==> config.mk <==
export PLATFORM = sky130hd
export DESIGN_NAME = data_mem
export DESIGN_NICKNAME = d
export VERILOG_FILES = /design/src/rtl/data_mem.sv
export SDC_FILE = /design/constraint.sdc
export NUM_CORES = 1
export LEC_CHECK = 0
export CORE_ASPECT_RATIO = 1.75
export CORE_MARGIN = 2
export CORE_UTILIZATION = 50
export DETAILED_ROUTE_END_ITERATION = 7
export PLACE_DENSITY = 0.66
export SYNTH_ARGS = -nofsm -noshare
export SYNTH_HDL_FRONTEND = slang
export SYNTH_SLANG_ARGS = --single-unit
==> constraint.sdc <==
create_clock -name clk -period 4.8 [get_ports clk]
set_input_delay 0.96 -clock clk [delete_from_list [all_inputs] [get_ports clk]]
set_output_delay 0.96 -clock clk [all_outputs]
set_load 0.03 [all_outputs]
==> src/rtl/data_mem.sv <==
// ---------------------------------------------------------------------------
// data_mem
//
// Word-organised data memory addressed by byte address, with a registered
// access port and a self-timed clear engine that zeroes the whole array.
//
// Optional feature macro: BYTE_WRITE_EN
//   defined   -> adds the 'be' byte-strobe port; writes merge only the
//                strobed bytes into the stored word
//   undefined -> full-word writes, no 'be' port
//
// Ports
//   clk       in   single clock, all state changes on the rising edge
//   rst       in   asynchronous active-high reset (starts a full clear)
//   dir       in   byte address of the access
//   en        in   1 = write, 0 = read
//   dataIn    in   write data
//   clr       in   request a full-memory clear (only looked at in IDLE)
//   be        in   byte write strobes (BYTE_WRITE_EN only)
//   dataOut   out  registered access data (write-first on writes)
//   zeroFlag  out  registered, 1 when dataOut is zero
//   busy      out  clear engine running; accesses are ignored
//   alignErr  out  registered, 1 when the last accepted access was misaligned
// ---------------------------------------------------------------------------
module data_mem #(
    parameter int DATA_W = 32,
    parameter int ADDR_W = 7
) (
    input  logic                clk,
    input  logic                rst,
    input  logic [ADDR_W-1:0]   dir,
    input  logic                en,
    input  logic [DATA_W-1:0]   dataIn,
    input  logic                clr,
`ifdef BYTE_WRITE_EN
    input  logic [DATA_W/8-1:0] be,
`endif
    output logic [DATA_W-1:0]   dataOut,
    output logic                zeroFlag,
    output logic                busy,
    output logic                alignErr
);

    localparam int BYTES = DATA_W / 8;
    localparam int OFF_W = $clog2(BYTES);
    localparam int IDX_W = ADDR_W - OFF_W;
    localparam int DEPTH = 1 << IDX_W;
    localparam logic [IDX_W-1:0] LAST_IDX = IDX_W'(DEPTH - 1);

    typedef enum logic {
        IDLE,
        CLEAR
    } stateT;

    stateT             state;
    stateT             nextState;
    logic [IDX_W-1:0]  cnt;
    logic [IDX_W-1:0]  nextCnt;
    logic              clearWe;
    logic              accept;

    logic [DATA_W-1:0] mem [DEPTH];

    logic [IDX_W-1:0]  idx;
    logic [OFF_W-1:0]  offset;
    logic              aligned;
    logic              takeAccess;
    logic [DATA_W-1:0] memRead;
    logic [DATA_W-1:0] writeWord;
    logic [DATA_W-1:0] accessData;

    // Byte address splits into a word index and a byte offset inside the word;
    // only word-aligned accesses (offset zero) are allowed to touch the array.
    assign idx     = dir[ADDR_W-1:OFF_W];
    assign offset  = dir[OFF_W-1:0];
    assign aligned = (offset == '0);
    assign memRead = mem[idx];

    // State register for the clear engine. Reset lands in CLEAR so the array
    // is always swept to zero before the first access is accepted.
    always_ff @(posedge clk or posedge rst) begin
        if (rst) begin
            state <= CLEAR;
            cnt   <= '0;
        end else begin
            state <= nextState;
            cnt   <= nextCnt;
        end
    end

    // Next-state logic. In IDLE a clr request wins over the access presented
    // in the same cycle. In CLEAR one word is zeroed per cycle; the counter
    // wraps back to zero on the last word so the next clear starts clean.
    always_comb begin
        nextState = state;
        nextCnt   = cnt;
        busy      = 1'b0;
        clearWe   = 1'b0;
        accept    = 1'b0;
        case (state)
            IDLE: begin
                if (clr) begin
                    nextState = CLEAR;
                    nextCnt   = '0;
                end else begin
                    accept = 1'b1;
                end
            end
            CLEAR: begin
                busy    = 1'b1;
                clearWe = 1'b1;
                nextCnt = cnt + IDX_W'(1);
                if (cnt == LAST_IDX) begin
                    nextState = IDLE;
                end
            end
            default: begin
                nextState = IDLE;
            end
        endcase
    end

`ifdef BYTE_WRITE_EN
    // With strobes, the word written back is the stored word with only the
    // strobed bytes replaced; the same merged word is what dataOut shows.
    always_comb begin
        writeWord = memRead;
        for (int b = 0; b < BYTES; b++) begin
            if (be[b]) begin
                writeWord[b*8 +: 8] = dataIn[b*8 +: 8];
            end
        end
    end
`else
    assign writeWord = dataIn;
`endif

    assign takeAccess = accept && aligned;
    assign accessData = en ? writeWord : memRead;

    // Array write port. The clear engine owns the port while busy; otherwise
    // only accepted aligned writes land. No reset here: zeroing is the clear
    // engine's job, which keeps the array mappable to plain RAM.
    always_ff @(posedge clk) begin
        if (clearWe) begin
            mem[cnt] <= '0;
        end else if (takeAccess && en) begin
            mem[idx] <= writeWord;
        end
    end

    // Registered access outputs. An aligned accepted access loads dataOut
    // (write-first on writes) and clears alignErr; a misaligned one only
    // raises alignErr and leaves the data outputs untouched. Nothing changes
    // while busy or on the cycle a clear is requested.
    always_ff @(posedge clk or posedge rst) begin
        if (rst) begin
            dataOut  <= '0;
            zeroFlag <= 1'b1;
            alignErr <= 1'b0;
        end else if (accept) begin
            if (aligned) begin
                dataOut  <= accessData;
                zeroFlag <= (accessData == '0);
                alignErr <= 1'b0;
            end else begin
                alignErr <= 1'b1;
            end
        end
    end

endmodule
==> impl_metrics.tcl, run 1 <==
set metrics [dict create \
    start_util 0.504 \
    dr_total_vias 21688 \
    die_area_sq_um 84900 \
    synth-adder-area-share 0.000607 \
    fin_crit_ps 3950 \
    die_y_um 384 \
    top_layer_used "met5" \
    skew_ps 21.3 \
    clockBufferDepth 3 \
    ys_seq_area_frac 0.770 \
    synth-simple-area-share 0.0367 \
    post-route-drc-count 0 \
    synthFlopType "edfxtp_1" \
    hold_path_class "flop to flop" \
    rows 139 \
    synth_mux_area_frac 0.145 \
    drive_gt1_frac 0.245 \
    vias_per_cell 6.56 \
    grt_pass1_wl_um 159000 \
    synthArstFlopShare 0.0376 \
    wl_um 112000 \
    cts_sinks 1064 \
    htreeDepth 3 \
    synthesis.nets 2042 \
    antenna_found_initial 2 \
    hold-worst-slack_ps 521 \
    numCtsBuffers 90 \
    end_kind "flop" \
    place_hpwl_um 66700 \
    cp_data_arrival_time_ps 4290 \
    crit_start "dir[1]" \
    cp_max_fo 21 \
    path_class "input pin to flop" \
    fin_crit_sh 0.822 \
    drt-pass1-iter-count 6 \
    track_usage 0.266 \
    dr_wl_met2_um 56600 \
    status "completed" \
    ys.warnings.count 0 \
    cts_resized 0 \
    grt_start_max_net_pins 67 \
    powerDensity_nw_per_um2 472 \
    critPathLaunchType "input pin" \
    cts.clk_slew.worst_paths_ps 60 \
    synthCells 1997 \
    synth_top_family_by_area "multiplexers" \
    rsz0062_at_grt "false" \
    drv_slew 0 \
    gr-total-overflow 0 \
    wl_met3_um 10100 \
    synth_xor_xnor_area_share 0.000212 \
    antenna-diode-count 0 \
    grt_pass1_vias 22153 \
    wl_per_cell_um 33.9 \
    cts_setup_buffers 0 \
    power_mw 22.3 \
    max-cap-violations 0 \
    synth_compound_area_frac 0.0327 \
    place_congestion 0.802 \
    mostFrequentLayoutCells "1024 x edfxtp_1, 223 x mux4_2, 114 x buf_4" \
    hold_buffers 0 \
    min_from "dataOut[16]" \
    yosysTopAreaCell "edfxtp_1" \
    fmax_mhz 253 \
    layout_commonest_cell "edfxtp_1" \
    area_growth_pct 14.4 \
    finalHoldViolCount 0 \
    synth-edff-count 1024 \
    yosysTopAreaCellShare 0.745 \
    r2r_start "state" \
    ant_nets 0 \
    finalSetupViolations 0 \
    synth.cell_area_sq_um 41300 \
    clock_latency_ps 680 \
    leakagePower_nw 16.2 \
    ir_worst_vdd_v 0.000400 \
    cp.required_ps 5150 \
    coreArea_sq_um 81900 \
    synth.avg_cell_area_sq_um 20.7 \
    drt_iter0_markers 2948 \
    root_buffer "clkbuf_16" \
    worstMarginPinSlew_ps 1430 \
    io-pin-count 78 \
    dieWidth_um 221 \
    synthTopCellsByArea "edfxtp_1 75%, mux4_2 12%, dfrtp_1 2.3%, mux2i_1 2.1%, nor2_1 1.1%" \
    ys_types 62 \
    slew_headroom 0.0335 \
    totalNegativeSetupSlack_ps 0 \
    portBuffers 77 \
    synth-seq-cells 1064 \
    cts_tree "built" \
    nNetsFinal 2228 \
    met1_length_um 39500 \
]
area by class of cell:
cell class,count,area [sq um]
repair buffers,209,2010
fillers,5851,34700
clock buffers,120,2530
well taps,1057,1320
inverters,3,11.3
clock inverters,40,447
multi-input cells,815,9140
flip-flops and latches,1064,31800
worst max-delay path: stages:
cell             delay (ps)
clkdlybuf4s50_1         440
nor4_2                  450
nand2_1                 310
mux2i_1                 490
nand3_1                 250
nor2_4                  960
buf_4                   410
Yosys cell counts, drive strengths merged (13+ instances only):
master	number
edfxtp	1024
mux4	223
nor2	118
mux2i	87
buf	74
o22ai	48
clkbuf	41
a21oi	40
dfrtp	38
nand2	38
and3	34
a22oi	27
nand3	18
nor3	14
o21ai	13
state kept, by name (all words and copies together) (netlist names):
name,count
zeroFlag,1
cnt,5
dataOut,32
state,1
mem,1024
alignErr,1
final timing paths:
path	endpoint	slack (ps)	cells past startpoint
worst max-delay path	mem[2][16]	850	7
worst min-delay path	dataOut[16]	520	2
worst max register to register	mem[2][16]	1120	6
worst min register to register	dataOut[16]	520	2
max in group asynchronous	cnt[3]	3360	2
min in group asynchronous	dataOut[27]	820	2
metal layers:
| layer | vias up | track usage |
|---|---|---|
| met5 | - | 0 |
| met4 | 2 | 0.131 |
| met3 | 252 | 0.0420 |
| met2 | 1261 | 0.447 |
| met1 | 11489 | 0.341 |
| li1 | 8684 | - |
power breakdown:
part           leakage (nW)  internal [mW]  total, mW  switching (mW)
registers              10.6           11.2       11.5           0.301
logic                  4.09           1.10       3.35            2.25
clock network          1.46           4.20       7.45            3.25
cell families (layout without fill, tap and decap cells):
kind of cell	after synthesis	in the layout
xor+xnor	1	1
flops	1064	1064
buf+inv	118	372
fa+ha+maj	2	2
compound gates	197	197
simple gates	296	296
mux	319	319
stage by stage:
step	instances	util	worst slack [ps]	cell area, sq um
after detailed placement	3148	0.540	232	44200
final	3308	0.576	854	47200
after floorplan	1997	-	250	41300
after global placement	3148	0.540	317	44200
after global routing	3308	0.576	616	47200
after CTS	3308	0.576	923	47200
Note: power is estimated with default switching activity, not from simulation.
==> inputs of run 2 (changes only) <==
--- a/config.mk
+++ b/config.mk
@@ -9,7 +9,7 @@
 export CORE_MARGIN = 2
 export CORE_UTILIZATION = 50
 export DETAILED_ROUTE_END_ITERATION = 7
-export PLACE_DENSITY = 0.66
+export PLACE_DENSITY = 0.69
 export SYNTH_ARGS = -nofsm -noshare
 export SYNTH_HDL_FRONTEND = slang
 export SYNTH_SLANG_ARGS = --single-unit
==> constraint.sdc (replaced) <==
create_clock -name clk -period 3.43 [get_ports clk]
set_input_delay 0.686 -clock clk [delete_from_list [all_inputs] [get_ports clk]]
set_output_delay 0.686 -clock clk [all_outputs]
set_load 0.03 [all_outputs]
==> impl_metrics.tcl, run 2 (synthesized netlist as in run 1, its figures left out) <==
set metrics [dict create \
    r2r_slack_ps 550 \
    slew_headroom 0.385 \
    crit_family "compound AO/OA/AOI/OAI gates" \
    cp_slowest_cell "mux4_2" \
    die_area_sq_um 84900 \
    start_util 0.504 \
    hold_buffers 0 \
    portBuffers 77 \
    fin_crit_ps 3030 \
    skew_ps 20.8 \
    finalCoreUtilization 0.605 \
    grt_pass1_wl_um 164000 \
    path_class "input pin to flop" \
    fillers 5635 \
    coreArea_sq_um 81900 \
    r2r_start "state" \
    cp_max_fo 27 \
    vias_per_cell 6.35 \
    end_kind "flop" \
    nNetsFinal 2434 \
    r2r_end "mem[27][8]" \
    power_mw 32.0 \
    drt_iter0_markers 2576 \
    finalSetupViolations 0 \
    drive_gt1_frac 0.310 \
    status "completed" \
    cts_setup_buffers 0 \
    drv_slew 0 \
    wl_per_cell_um 32.7 \
    post-route-drc-count 0 \
    reg_top3 "mem (1024), dataOut (32), cnt (5)" \
    ant_nets 0 \
    cts_resized 0 \
    dr_total_vias 22382 \
    largest_reg_flops 1024 \
    grt_pass1_vias 22979 \
    gr-total-overflow 0 \
    stdcell_count 3522 \
    hold-worst-slack_ps 483 \
    io-pin-count 78 \
    worstMarginPinSlew_ps 914 \
    crit_chain "buf_8 -> buf_12 -> buf_12 -> buf_12 -> mux4_2 -> mux2i_1 -> a22oi_1 -> a31oi_1 -> nand4_1 -> nor3_1 -> a32o_1" \
    clock_latency_ps 680 \
    die_y_um 384 \
    rsz0062_at_grt "false" \
    grt_start_max_net_pins 83 \
    slowest_delay_ps 530 \
    root_buffer "clkbuf_16" \
    hold_path_class "input pin to asynchronous set/reset pin" \
    mostFrequentLayoutCells "1024 x edfxtp_1, 269 x buf_4, 223 x mux4_2" \
    layout_commonest_cell "edfxtp_1" \
    ir_worst_vdd_v 0.000492 \
    place_congestion 0.869 \
    antenna_found_initial 2 \
    dieWidth_um 221 \
    drt-pass1-iter-count 6 \
    reg2reg_depth 8 \
    rows 139 \
    place_hpwl_um 75300 \
    regMostFlops "mem" \
    track_usage 0.273 \
    max-cap-violations 0 \
    clockBufferDepth 3 \
    cp_data_arrival_time_ps 3640 \
    critPathBufInv 4 \
    cpMostUsedCell "buf_12" \
    placed_cells 3355 \
    antenna-diode-count 0 \
    cts.clk_slew.worst_paths_ps 70 \
    cp.required_ps 4050 \
    leakagePower_nw 17.4 \
    cts_sinks 1064 \
    numCtsBuffers 89 \
    powerDensity_nw_per_um2 646 \
    htreeDepth 3 \
    area_growth_pct 20.1 \
    finalHoldViolCount 0 \
    wl_um 115000 \
    critPathLaunchType "input pin" \
    fin_crit_sh 0.882 \
    cts_tree "built" \
    fmax_mhz 330 \
]
## run 2: how the worst max path moves through the flow
stage / from / end / slack [ps] / cells after the start
5_1_grt: dir[3] / zeroFlag / 280 / 11
3_5_place_dp: dir[2] / zeroFlag / -230 / 11
2_1_floorplan: dir[2] / mem[28][0] / -260 / 10
3_3_place_gp: dir[3] / zeroFlag / -180 / 11
6_report: dir[3] / zeroFlag / 400 / 11
4_1_cts: dir[3] / zeroFlag / 510 / 11
## run 2: cell type report
cell class / instances / area [sq um] / share of cell area
Sequential cell: 1064 / 31800 / 0.641
Timing Repair Buffer: 416 / 4210 / 0.0850
Clock buffer: 117 / 2510 / 0.0506
Multi-Input combinational cell: 815 / 9190 / 0.185
Clock inverter: 50 / 566 / 0.0114
Inverter: 3 / 11.3 / 0.000227
Tap cell: 1057 / 1320 / 0.0267
## run 2: tightest hold or removal path, delay by kind of cell
family	cells	cell delay, ps
buffers and inverters	3	960
## run 2: power by group
part | leakage [nW] | internal, mW | switching, mW | total, mW
Sequential | 10.6 | 15.6 | 0.438 | 16.0
Clock | 1.49 | 6.08 | 4.60 | 10.7
Combinational | 5.29 | 2.04 | 3.25 | 5.29
## run 2: per-stage QoR
step	TNS (ps)	setup slack, ps	cell area, sq um
2_1_floorplan	-29020	-255	41500
3_3_place_gp	-177	-177	46500
3_5_place_dp	-385	-231	46500
4_1_cts	0	507	49600
5_1_grt	0	279	49600
6_report	0	403	49600
## run 2: routing by layer
layer,routed length (um),GRT usage,vias up
met3,9650,0.0399,298
li1,-,-,9109
met1,39100,0.331,11663
met4,7260,0.161,0
met5,0,0,-
met2,59100,0.469,1312
